`src/rtl/move_link_pkg.sv`:
```
// -----------------------------------------------------------------------------
// move_link_pkg
// Shared definitions for both sides of the inter-board move link.
// Contents:
//   - state_t      : per-bit frame states plus the inter-packet GAP state
//   - pkt_state_t  : packet sequencer states of the transmitter
//   - MOVE_PASS, BOARD_MAX, SYNC_BYTE_DEFAULT
//   - chk_byte()   : packet checksum byte
//   - move_is_legal(): move encoding check
// Build option: MOVE_LINK_PARITY_EN adds the ST_PARITY frame state (8E1).
// -----------------------------------------------------------------------------
package move_link_pkg;

  localparam logic [7:0] MOVE_PASS         = 8'hFF;
  localparam logic [3:0] BOARD_MAX         = 4'd8;
  localparam logic [7:0] SYNC_BYTE_DEFAULT = 8'hA5;

  typedef enum logic [2:0] {
    ST_IDLE,
    ST_START,
    ST_DATA,
`ifdef MOVE_LINK_PARITY_EN
    ST_PARITY,
`endif
    ST_STOP,
    ST_GAP
  } state_t;

  typedef enum logic [1:0] {
    PKT_IDLE,
    PKT_SEND,
    PKT_GAP
  } pkt_state_t;

  function automatic logic [7:0] chk_byte(input logic [7:0] mv, input logic [7:0] sync);
    return sync ^ mv;
  endfunction

  // A pass, or a square with row and column both inside the board.
  function automatic logic move_is_legal(input logic [7:0] mv);
    return (mv == MOVE_PASS) || ((mv[7:4] <= BOARD_MAX) && (mv[3:0] <= BOARD_MAX));
  endfunction

endpackage

```
`src/rtl/move_link_tx_if.sv`:
```
// -----------------------------------------------------------------------------
// move_link_tx_if
// Game-FSM side of the move link transmitter.
// Handshake: tx_ready is a single-cycle request qualifying move; the
// transmitter answers with registered one-cycle pulses (done, overrun,
// bad_move) and a level busy. There is no ready/backpressure: a request
// that cannot be queued is dropped and reported via overrun.
// Signals:
//   tx_ready  game -> tx   request to send move
//   move      game -> tx   8-bit move (row [7:4], col [3:0], 8'hFF = pass)
//   tx_out    tx -> line   serial output, idles high
//   busy      tx -> game   packet(s) in flight
//   done      tx -> game   CHK stop bit completed
//   overrun   tx -> game   request dropped, holding buffer full
//   bad_move  tx -> game   request rejected, illegal encoding
// -----------------------------------------------------------------------------
interface move_link_tx_if;
  logic       tx_ready;
  logic [7:0] move;
  logic       tx_out;
  logic       busy;
  logic       done;
  logic       overrun;
  logic       bad_move;

  modport master (
    output tx_ready, move,
    input  tx_out, busy, done, overrun, bad_move
  );

  modport slave (
    input  tx_ready, move,
    output tx_out, busy, done, overrun, bad_move
  );
endinterface

```
`src/rtl/move_link_tx_uart_byte_tx.sv`:
```
// -----------------------------------------------------------------------------
// move_link_tx_uart_byte_tx
// Serialises one byte LSB first: start(0), 8 data, [parity], stop(1); every
// bit lasts CLKS_PER_BIT clocks.
// Ports:
//   clk_in, rst_in_n  clock, asynchronous active-low reset
//   i_start           load i_data; honoured in ST_IDLE or on the last cycle
//                     of ST_STOP (back-to-back bytes without idle time)
//   i_data            byte to send
//   o_tx              registered serial output
//   o_busy            frame in progress
//   o_done            high during the last cycle of the stop bit
//   o_state           current frame state (debug)
// Build option: MOVE_LINK_PARITY_EN inserts an even parity bit (8E1).
// -----------------------------------------------------------------------------
module move_link_tx_uart_byte_tx
  import move_link_pkg::*;
#(
  parameter int unsigned CLKS_PER_BIT = 868
) (
  input  logic       clk_in,
  input  logic       rst_in_n,
  input  logic       i_start,
  input  logic [7:0] i_data,
  output logic       o_tx,
  output logic       o_busy,
  output logic       o_done,
  output state_t     o_state
);

  localparam int unsigned   CW       = (CLKS_PER_BIT > 1) ? $clog2(CLKS_PER_BIT) : 1;
  localparam logic [CW-1:0] CLK_LAST = CW'(CLKS_PER_BIT - 1);

  state_t        r_state, w_state_nxt;
  logic [CW-1:0] r_clk_cnt, w_clk_nxt;
  logic [2:0]    r_bit_cnt, w_bit_nxt;
  logic [7:0]    r_shift, w_shift_nxt;
  logic          r_tx, w_tx_nxt;
  logic          w_bit_end;
  logic          w_done;
  logic          w_load;
`ifdef MOVE_LINK_PARITY_EN
  logic          r_par, w_par_nxt;
`endif

  assign w_bit_end = (r_clk_cnt == CLK_LAST);

  always_ff @(posedge clk_in or negedge rst_in_n) begin
    if (!rst_in_n) begin
      r_state   <= ST_IDLE;
      r_clk_cnt <= '0;
      r_bit_cnt <= '0;
      r_shift   <= '0;
      r_tx      <= 1'b1;
`ifdef MOVE_LINK_PARITY_EN
      r_par     <= 1'b0;
`endif
    end else begin
      r_state   <= w_state_nxt;
      r_clk_cnt <= w_clk_nxt;
      r_bit_cnt <= w_bit_nxt;
      r_shift   <= w_shift_nxt;
      r_tx      <= w_tx_nxt;
`ifdef MOVE_LINK_PARITY_EN
      r_par     <= w_par_nxt;
`endif
    end
  end

  always_comb begin
    w_state_nxt = r_state;
    w_clk_nxt   = w_bit_end ? '0 : r_clk_cnt + 1'b1;
    w_bit_nxt   = r_bit_cnt;
    w_shift_nxt = r_shift;
    w_tx_nxt    = r_tx;
    w_done      = 1'b0;
    w_load      = 1'b0;
`ifdef MOVE_LINK_PARITY_EN
    w_par_nxt   = r_par;
`endif
    case (r_state)
      ST_IDLE: begin
        w_clk_nxt = '0;
        w_tx_nxt  = 1'b1;
        w_load    = i_start;
      end
      ST_START: begin
        if (w_bit_end) begin
          w_state_nxt = ST_DATA;
          w_bit_nxt   = '0;
          w_tx_nxt    = r_shift[0];
        end
      end
      ST_DATA: begin
        if (w_bit_end) begin
          if (r_bit_cnt == 3'd7) begin
            w_bit_nxt   = '0;
`ifdef MOVE_LINK_PARITY_EN
            w_state_nxt = ST_PARITY;
            w_tx_nxt    = r_par;
`else
            w_state_nxt = ST_STOP;
            w_tx_nxt    = 1'b1;
`endif
          end else begin
            // r_shift[1] is the next data bit once the register shifts.
            w_bit_nxt   = r_bit_cnt + 1'b1;
            w_shift_nxt = {1'b0, r_shift[7:1]};
            w_tx_nxt    = r_shift[1];
          end
        end
      end
`ifdef MOVE_LINK_PARITY_EN
      ST_PARITY: begin
        if (w_bit_end) begin
          w_state_nxt = ST_STOP;
          w_tx_nxt    = 1'b1;
        end
      end
`endif
      ST_STOP: begin
        if (w_bit_end) begin
          w_done = 1'b1;
          if (i_start) begin
            w_load = 1'b1;
          end else begin
            w_state_nxt = ST_IDLE;
            w_tx_nxt    = 1'b1;
          end
        end
      end
      default: begin
        w_state_nxt = ST_IDLE;
        w_tx_nxt    = 1'b1;
      end
    endcase

    // Loading drives the start bit from the very next edge.
    if (w_load) begin
      w_state_nxt = ST_START;
      w_clk_nxt   = '0;
      w_bit_nxt   = '0;
      w_shift_nxt = i_data;
      w_tx_nxt    = 1'b0;
`ifdef MOVE_LINK_PARITY_EN
      w_par_nxt   = ^i_data;
`endif
    end
  end

  assign o_tx    = r_tx;
  assign o_busy  = (r_state != ST_IDLE);
  assign o_done  = w_done;
  assign o_state = r_state;

endmodule

```
`src/rtl/move_link_tx.sv`:
```
// -----------------------------------------------------------------------------
// move_link_tx
// Transmit side of the inter-board move link. A legal move requested with
// tx_ready is framed as SYNC, MOVE, CHK (= SYNC ^ MOVE) and sent UART-style,
// followed by GAP_BITS idle bit-times. One request arriving while busy is
// held and sent right after the current packet's gap.
// Ports:
//   clk_in       system clock
//   rst_in_n     asynchronous active-low reset (clears active and held move)
//   link         move_link_tx_if.slave: tx_ready, move, tx_out, busy, done,
//                overrun, bad_move
//   o_dbg_state  frame/packet state (ST_IDLE .. ST_GAP) for observation
// Parameters: CLKS_PER_BIT (>=2), GAP_BITS (>=0), SYNC_BYTE.
// Build option: MOVE_LINK_PARITY_EN selects 8E1 frames (33 bit-times/packet).
// -----------------------------------------------------------------------------
module move_link_tx
  import move_link_pkg::*;
#(
  parameter int unsigned CLKS_PER_BIT = 868,
  parameter int unsigned GAP_BITS     = 2,
  parameter logic [7:0]  SYNC_BYTE    = SYNC_BYTE_DEFAULT
) (
  input  logic           clk_in,
  input  logic           rst_in_n,
  move_link_tx_if.slave  link,
  output state_t         o_dbg_state
);

  localparam int unsigned   CW       = (CLKS_PER_BIT > 1) ? $clog2(CLKS_PER_BIT) : 1;
  localparam logic [CW-1:0] CLK_LAST = CW'(CLKS_PER_BIT - 1);
  localparam int unsigned   GW       = (GAP_BITS > 1) ? $clog2(GAP_BITS) : 1;
  localparam logic [GW-1:0] GAP_LAST = GW'((GAP_BITS > 0) ? GAP_BITS - 1 : 0);

  pkt_state_t    r_pkt_state, w_state_nxt;
  logic [1:0]    r_byte_idx, w_idx_nxt;
  logic [7:0]    r_move, w_move_nxt;
  logic [7:0]    r_pend, w_pend_nxt;
  logic          r_pend_vld, w_pend_vld_nxt;
  logic [CW-1:0] r_gap_clk, w_gap_clk_nxt;
  logic [GW-1:0] r_gap_bit, w_gap_bit_nxt;
  logic          r_done, r_overrun, r_bad;

  logic          w_legal, w_req;
  logic          w_start, w_overrun;
  logic [7:0]    w_byte;
  logic          w_gap_clk_end, w_last_byte, w_pkt_tail, w_pkt_end;
  logic          w_uart_tx, w_uart_busy, w_uart_done;
  state_t        w_uart_state;

  assign w_legal       = move_is_legal(link.move);
  assign w_req         = link.tx_ready && w_legal;
  assign w_gap_clk_end = (r_gap_clk == CLK_LAST);
  assign w_last_byte   = (r_byte_idx == 2'd2);
  // CHK stop bit is in its final cycle.
  assign w_pkt_tail    = (r_pkt_state == PKT_SEND) && w_uart_done && w_last_byte;
  // Packet slot (including gap) is over; with no gap that is the CHK stop end.
  assign w_pkt_end     = (GAP_BITS == 0) ? w_pkt_tail
                       : ((r_pkt_state == PKT_GAP) && w_gap_clk_end && (r_gap_bit == GAP_LAST));

  move_link_tx_uart_byte_tx #(
    .CLKS_PER_BIT(CLKS_PER_BIT)
  ) u_uart (
    .clk_in   (clk_in),
    .rst_in_n (rst_in_n),
    .i_start  (w_start),
    .i_data   (w_byte),
    .o_tx     (w_uart_tx),
    .o_busy   (w_uart_busy),
    .o_done   (w_uart_done),
    .o_state  (w_uart_state)
  );

  always_ff @(posedge clk_in or negedge rst_in_n) begin
    if (!rst_in_n) begin
      r_pkt_state <= PKT_IDLE;
      r_byte_idx  <= '0;
      r_move      <= '0;
      r_pend      <= '0;
      r_pend_vld  <= 1'b0;
      r_gap_clk   <= '0;
      r_gap_bit   <= '0;
      r_done      <= 1'b0;
      r_overrun   <= 1'b0;
      r_bad       <= 1'b0;
    end else begin
      r_pkt_state <= w_state_nxt;
      r_byte_idx  <= w_idx_nxt;
      r_move      <= w_move_nxt;
      r_pend      <= w_pend_nxt;
      r_pend_vld  <= w_pend_vld_nxt;
      r_gap_clk   <= w_gap_clk_nxt;
      r_gap_bit   <= w_gap_bit_nxt;
      r_done      <= w_pkt_tail;
      r_overrun   <= w_overrun;
      r_bad       <= link.tx_ready && !w_legal;
    end
  end

  always_comb begin
    w_state_nxt    = r_pkt_state;
    w_idx_nxt      = r_byte_idx;
    w_move_nxt     = r_move;
    w_pend_nxt     = r_pend;
    w_pend_vld_nxt = r_pend_vld;
    w_gap_clk_nxt  = r_gap_clk;
    w_gap_bit_nxt  = r_gap_bit;
    w_start        = 1'b0;
    w_byte         = SYNC_BYTE;
    w_overrun      = 1'b0;

    case (r_pkt_state)
      PKT_IDLE: begin
        if (w_req) begin
          w_start     = 1'b1;
          w_move_nxt  = link.move;
          w_idx_nxt   = '0;
          w_state_nxt = PKT_SEND;
        end
      end
      PKT_SEND: begin
        if (w_uart_done) begin
          if (!w_last_byte) begin
            w_start   = 1'b1;
            w_idx_nxt = r_byte_idx + 2'd1;
            w_byte    = (r_byte_idx == 2'd0) ? r_move : chk_byte(r_move, SYNC_BYTE);
          end else if (GAP_BITS != 0) begin
            w_state_nxt   = PKT_GAP;
            w_idx_nxt     = '0;
            w_gap_clk_nxt = '0;
            w_gap_bit_nxt = '0;
          end
        end
      end
      PKT_GAP: begin
        w_gap_clk_nxt = w_gap_clk_end ? '0 : r_gap_clk + 1'b1;
        if (w_gap_clk_end) begin
          w_gap_bit_nxt = r_gap_bit + 1'b1;
        end
      end
      default: w_state_nxt = PKT_IDLE;
    endcase

    if (w_pkt_end) begin
      w_idx_nxt = '0;
      if (r_pend_vld) begin
        // Pop the held move; a request in this same cycle refills the slot.
        w_start        = 1'b1;
        w_move_nxt     = r_pend;
        w_state_nxt    = PKT_SEND;
        w_pend_vld_nxt = w_req;
        w_pend_nxt     = link.move;
      end else if (w_req) begin
        w_start     = 1'b1;
        w_move_nxt  = link.move;
        w_state_nxt = PKT_SEND;
      end else begin
        w_state_nxt = PKT_IDLE;
      end
    end else if ((r_pkt_state != PKT_IDLE) && w_req) begin
      if (!r_pend_vld) begin
        w_pend_vld_nxt = 1'b1;
        w_pend_nxt     = link.move;
      end else begin
        w_overrun = 1'b1;
      end
    end
  end

  assign link.tx_out   = w_uart_tx;
  assign link.busy     = (r_pkt_state != PKT_IDLE);
  assign link.done     = r_done;
  assign link.overrun  = r_overrun;
  assign link.bad_move = r_bad;

  assign o_dbg_state = (r_pkt_state == PKT_GAP) ? ST_GAP
                     : (w_uart_busy ? w_uart_state : ST_IDLE);

endmodule
```
`src/flat_wrapper.sv`:
```
// flat-port wrapper written by rule: the top's interface ports become plain ports
module move_link_tx_flat import move_link_pkg::*;
#(
  parameter int unsigned CLKS_PER_BIT = 868,
  parameter int unsigned GAP_BITS     = 2,
  parameter logic [7:0]  SYNC_BYTE    = SYNC_BYTE_DEFAULT
)
  (clk_in, rst_in_n, o_dbg_state, link_tx_ready, link_move, link_tx_out, link_busy, link_done, link_overrun, link_bad_move);
  move_link_tx_if link_i ();
  input  logic clk_in;
  input  logic rst_in_n;
  output state_t o_dbg_state;
  input wire logic [$bits(link_i.tx_ready)-1:0] link_tx_ready;
  input wire logic [$bits(link_i.move)-1:0] link_move;
  output wire logic [$bits(link_i.tx_out)-1:0] link_tx_out;
  output wire logic [$bits(link_i.busy)-1:0] link_busy;
  output wire logic [$bits(link_i.done)-1:0] link_done;
  output wire logic [$bits(link_i.overrun)-1:0] link_overrun;
  output wire logic [$bits(link_i.bad_move)-1:0] link_bad_move;
  assign link_i.tx_ready = link_tx_ready;
  assign link_i.move = link_move;
  assign link_tx_out = link_i.tx_out;
  assign link_busy = link_i.busy;
  assign link_done = link_i.done;
  assign link_overrun = link_i.overrun;
  assign link_bad_move = link_i.bad_move;
  move_link_tx #(.CLKS_PER_BIT(CLKS_PER_BIT), .GAP_BITS(GAP_BITS), .SYNC_BYTE(SYNC_BYTE)) u_core (.clk_in(clk_in), .rst_in_n(rst_in_n), .link(link_i), .o_dbg_state(o_dbg_state));
endmodule
```
`config.mk`:
```
export PLATFORM = sky130hd
export DESIGN_NAME = move_link_tx_flat
export DESIGN_NICKNAME = d
export VERILOG_FILES = /design/src/rtl/move_link_pkg.sv /design/src/rtl/move_link_tx_if.sv /design/src/rtl/move_link_tx_uart_byte_tx.sv /design/src/rtl/move_link_tx.sv /design/src/flat_wrapper.sv
export SDC_FILE = /design/constraint.sdc
export NUM_CORES = 1
export LEC_CHECK = 0
export CORE_MARGIN = 5
export CORE_UTILIZATION = 55
export DETAILED_ROUTE_END_ITERATION = 12
export DONT_BUFFER_PORTS = 1
export HOLD_SLACK_MARGIN = 0.08
export PLACE_DENSITY = 0.8
export SLEW_MARGIN = 25
export SYNTH_ARGS = -nofsm -noshare
export SYNTH_HDL_FRONTEND = slang
export SYNTH_SLANG_ARGS = --single-unit
```
`constraint.sdc`:
```
create_clock -name clk_in -period 2.9 [get_ports clk_in]
set_input_delay 0.435 -clock clk_in [delete_from_list [all_inputs] [get_ports clk_in]]
set_output_delay 0.435 -clock clk_in [all_outputs]
set_load 0.02 [all_outputs]
```
==> summary.md <==
| Metric | Value |
|---|---|
| Top_reg_cell synth | dfrtp_1 |
| Worst Setup SP | u_core.r_pkt_state[0]$_DFFE_PN0P_ |
| Final Hold Vio Count | 0 |
| Max-slew violation count | 0 |
| Setup Total Neg Slack | 0 ns |
| Worst path slowest cell | dfrtp_1 |
| Via count | 2567 |
| CTS tree | built |
| Gate power share | roughly 2.4% |
| Synth Area in Compound Gates | 17.5% |
| Share of the synthesized area in the top cell type | between 40 and 50% |
| Post-synth EDFFs | 0 |
| Asr flop ratio synth | between 90% and 100% |
| Worst slew margin | a little under two fifths |
| Detail Route Antenna Nets | 0 |
| First-pass GRT wire length | between 10000 and 15000 um |
| Routed length per instance | approximately 17 um |
| Met1 Track Usage GR | a little over a quarter |
| Core area | slightly below 6000 um^2 |
| Final cell count without fillers | 411 |
| Synthesis-to-layout area growth | 9.38% |
| Max incr delay on CP | ~0.56 ns |
| Most common cell in the netlist | dfrtp_1 |
| Nets | 350 |
| Crit. End Element | output port |
| Reg2reg start | u_core.r_pkt_state[0]$_DFFE_PN0P_ |
| Post-synthesis net count | 345 |
| Met2 Use GR | between 30% and 40% |
| H-tree depth | 3 |
| Worst-path clk slew | ~0.070 ns |
| Synth Area in Simple Gates | 22.6% |
| Die Y-Extent | a little under 90 um |
| Ratio of cells with drive above 1 in the final layout | 11.3% |
| # rows | 28 |
| Dpl cells | about 400 |
| Top Ports | 19 |
| Clock Power Share | between 40% and 50% |
| Post-Place Worst Slack | roughly 0.63 ns |
| Via/cell ratio | ~6.2 |
| Hold WS | between 0.2 and 0.25 ns |
| GPL Wtd Cong | between 0.8 and 0.9 |
| XOR/XNOR share of the synthesized area | between 3 and 4% |
| Setup ws final | ~0.28 ns |
| Worst-skew pair later-pin latency | 0.34 ns |
| Cells taking the most area after synthesis | dfrtp_1 44%, nand2_1 3.2%, o21ai_0 3.2% |
| Post-CTS Resized | 0 |
| Cells after synthesis | ~330 |
| Synth Register Bits | 59 |
| Maximum resistive drop on vdd | around 0.33 mV |
| Routed WL | ~6900 um |
| Initial antenna violation count | 0 |
| Worst Path Max Fanout | 12 |
| PwrDens | around 470 nW/um^2 |
| Period utilization | approximately nine tenths |
| Worst Hold Launch | link_move[1] |
| GR Layer Usage met3 | ~4.3% |
| Net Sw Frac | a little over a fifth |
| Max Clock Freq | 382 MHz |
| # fillers | around 480 |
| Synth warn | 0 |
| RSZ-0062 raised after global routing | no |
| Pwr Total | about 1.7 mW |
| Final core utilization | about 60% |
| Post-synthesis sequential area ratio | a little under half |
| Status | completed |
| Lkg Pwr | 1.44 nW |
| Hold crit path type | input port to flip-flop |
| Min Tclk post-route | around 2.6 ns |
| Synth Area per Inst | roughly 10 um^2 |
| Post-synth top area cell | dfrtp_1 |
| Post-DP Area | between 3000 and 4000 um^2 |
| Clock Path Buffers | 2 |
| Worst Path Arrival | roughly 2.2 ns |
| Port bufs | 0 |
| Global routing's busiest layer | met2 |
| Total global-route track usage | between 20% and 30% |
| Internal power | about 1.3 mW |
| Pin count of the biggest net entering global routing | 60 |
| Drt drc | 0 |
| Post-Synth Adder-Cell Area | 3.06% |
| Synth top cells by count | 58 x dfrtp_1, 28 x nand2_1, 27 x nor2_1 |
| GRT overflow | 0 |
| Initial core utilization | between 50% and 60% |
| Worst Path Required | between 2 and 2.5 ns |
| Post-Syn Area | between 3000 and 4000 um^2 |
| Ant diodes | 0 |
| Vias in the first global route | approximately 2500 |
| DR pass1 iterations | 4 |
| Mux cell area share after synthesis | 5.20% |
| HPWL after detailed placement | around 4600 um |
| Clock Tree Root | clkbuf_8 |
| Switching power | around 370 uW |
| TritonCTS buffer count | 9 |
| Max-cap violations | 0 |
| Die X | roughly 87 um |
| Clock skew | 0.00923 ns |
| Finished Cell Area | roughly 3600 um^2 |
| Setup Viol. Count Final | 0 |
| Worst-margin pin slew | roughly 0.9 ns |
| Startpoint Class | flip-flop |
| Largest family of logic cells by synthesized area | simple AND/OR/NAND/NOR gates |
| Crit-path cells | nand2b_1 > clkinv_1 > nor3_1 > buf_4 |
| Die ar. | 7590 um^2 |
| WS Path Type | flip-flop to output port |
| Unique masters post-synth | 60 |
| Initial DRC count | between 100 and 150 |
| Reg power frac | approximately half |
| CTS sink cnt | 59 |
layout by cell type, fill, tap and decap left out, types with 9 or more instances in the layout:
cell type,n
o21ai_0,21
nor2_1,27
nand2_1,28
a31oi_1,9
nand3_1,14
o21ai_1,16
dfrtp_1,58
clkbuf_8,9
final timing paths:
path,end,slack [ns],cells past startpoint
max reg2reg,u_core.r_gap_clk[5]$_DFFE_PN0P_,0.59,6
min in group asynchronous,u_core.u_uart.o_state[0]$_DFFE_PN0P_,0.61,2
max,o_dbg_state[0],0.28,4
min reg2reg,flip-flop,0.48,2
max in group asynchronous,async pin,2.01,2
min,u_core.r_pend[1]$_DFFE_PN0P_,0.23,1
final cells by class:
class,instances,area [um^2],area share [%]
Clock buffer,11,131,3.67
Timing Repair Buffer,5,60.1,1.68
Multi-Input combinational cell,247,1700,47.6
Tap cell,75,93.8,2.62
Clock inverter,5,77.6,2.17
Inverter,9,33.8,0.945
Sequential cell,59,1480,41.3
power groups by stage:
| stage | registers (mW) | clock network, mW | logic [mW] |
|---|---|---|---|
| after detailed placement | 0.849 | 0 | 0.0192 |
| after global placement | 0.849 | 0 | 0.0187 |
| after floorplan | 0.848 | 0 | 0.0159 |
| after global routing | 0.833 | 0.853 | 0.0467 |
| after CTS | 0.833 | 0.831 | 0.0420 |
| final | 0.833 | 0.816 | 0.0403 |
logic make-up after synthesis:
kind of cell    Yosys count
simple gates            125
compound gates           84
flops                    59
buf+inv                  20
mux                      16
xor+xnor                 14
fa+ha+maj                 8
per-layer routing:
layer / up-vias / part of all wire, %
met5: - / 0
met4: 0 / 2.6
met1: 1273 / 45
met2: 51 / 48
li1: 1226 / -
met3: 17 / 4.0
what timing repair did:
item                                   CTS  global route
setup buffers                            0             0
endpoints found under the hold margin   59             0
hold buffers                             2             0
critical path, delay by kind of cell, from the launching register on:
| kind | cells | cell delay, ns |
|---|---|---|
| AND/OR/NAND/NOR | 2 | 0.62 |
| flip-flops | 1 | 0.56 |
| buffers and inverters | 2 | 0.65 |
No activity file was read; power rests on OpenSTA's default activity.
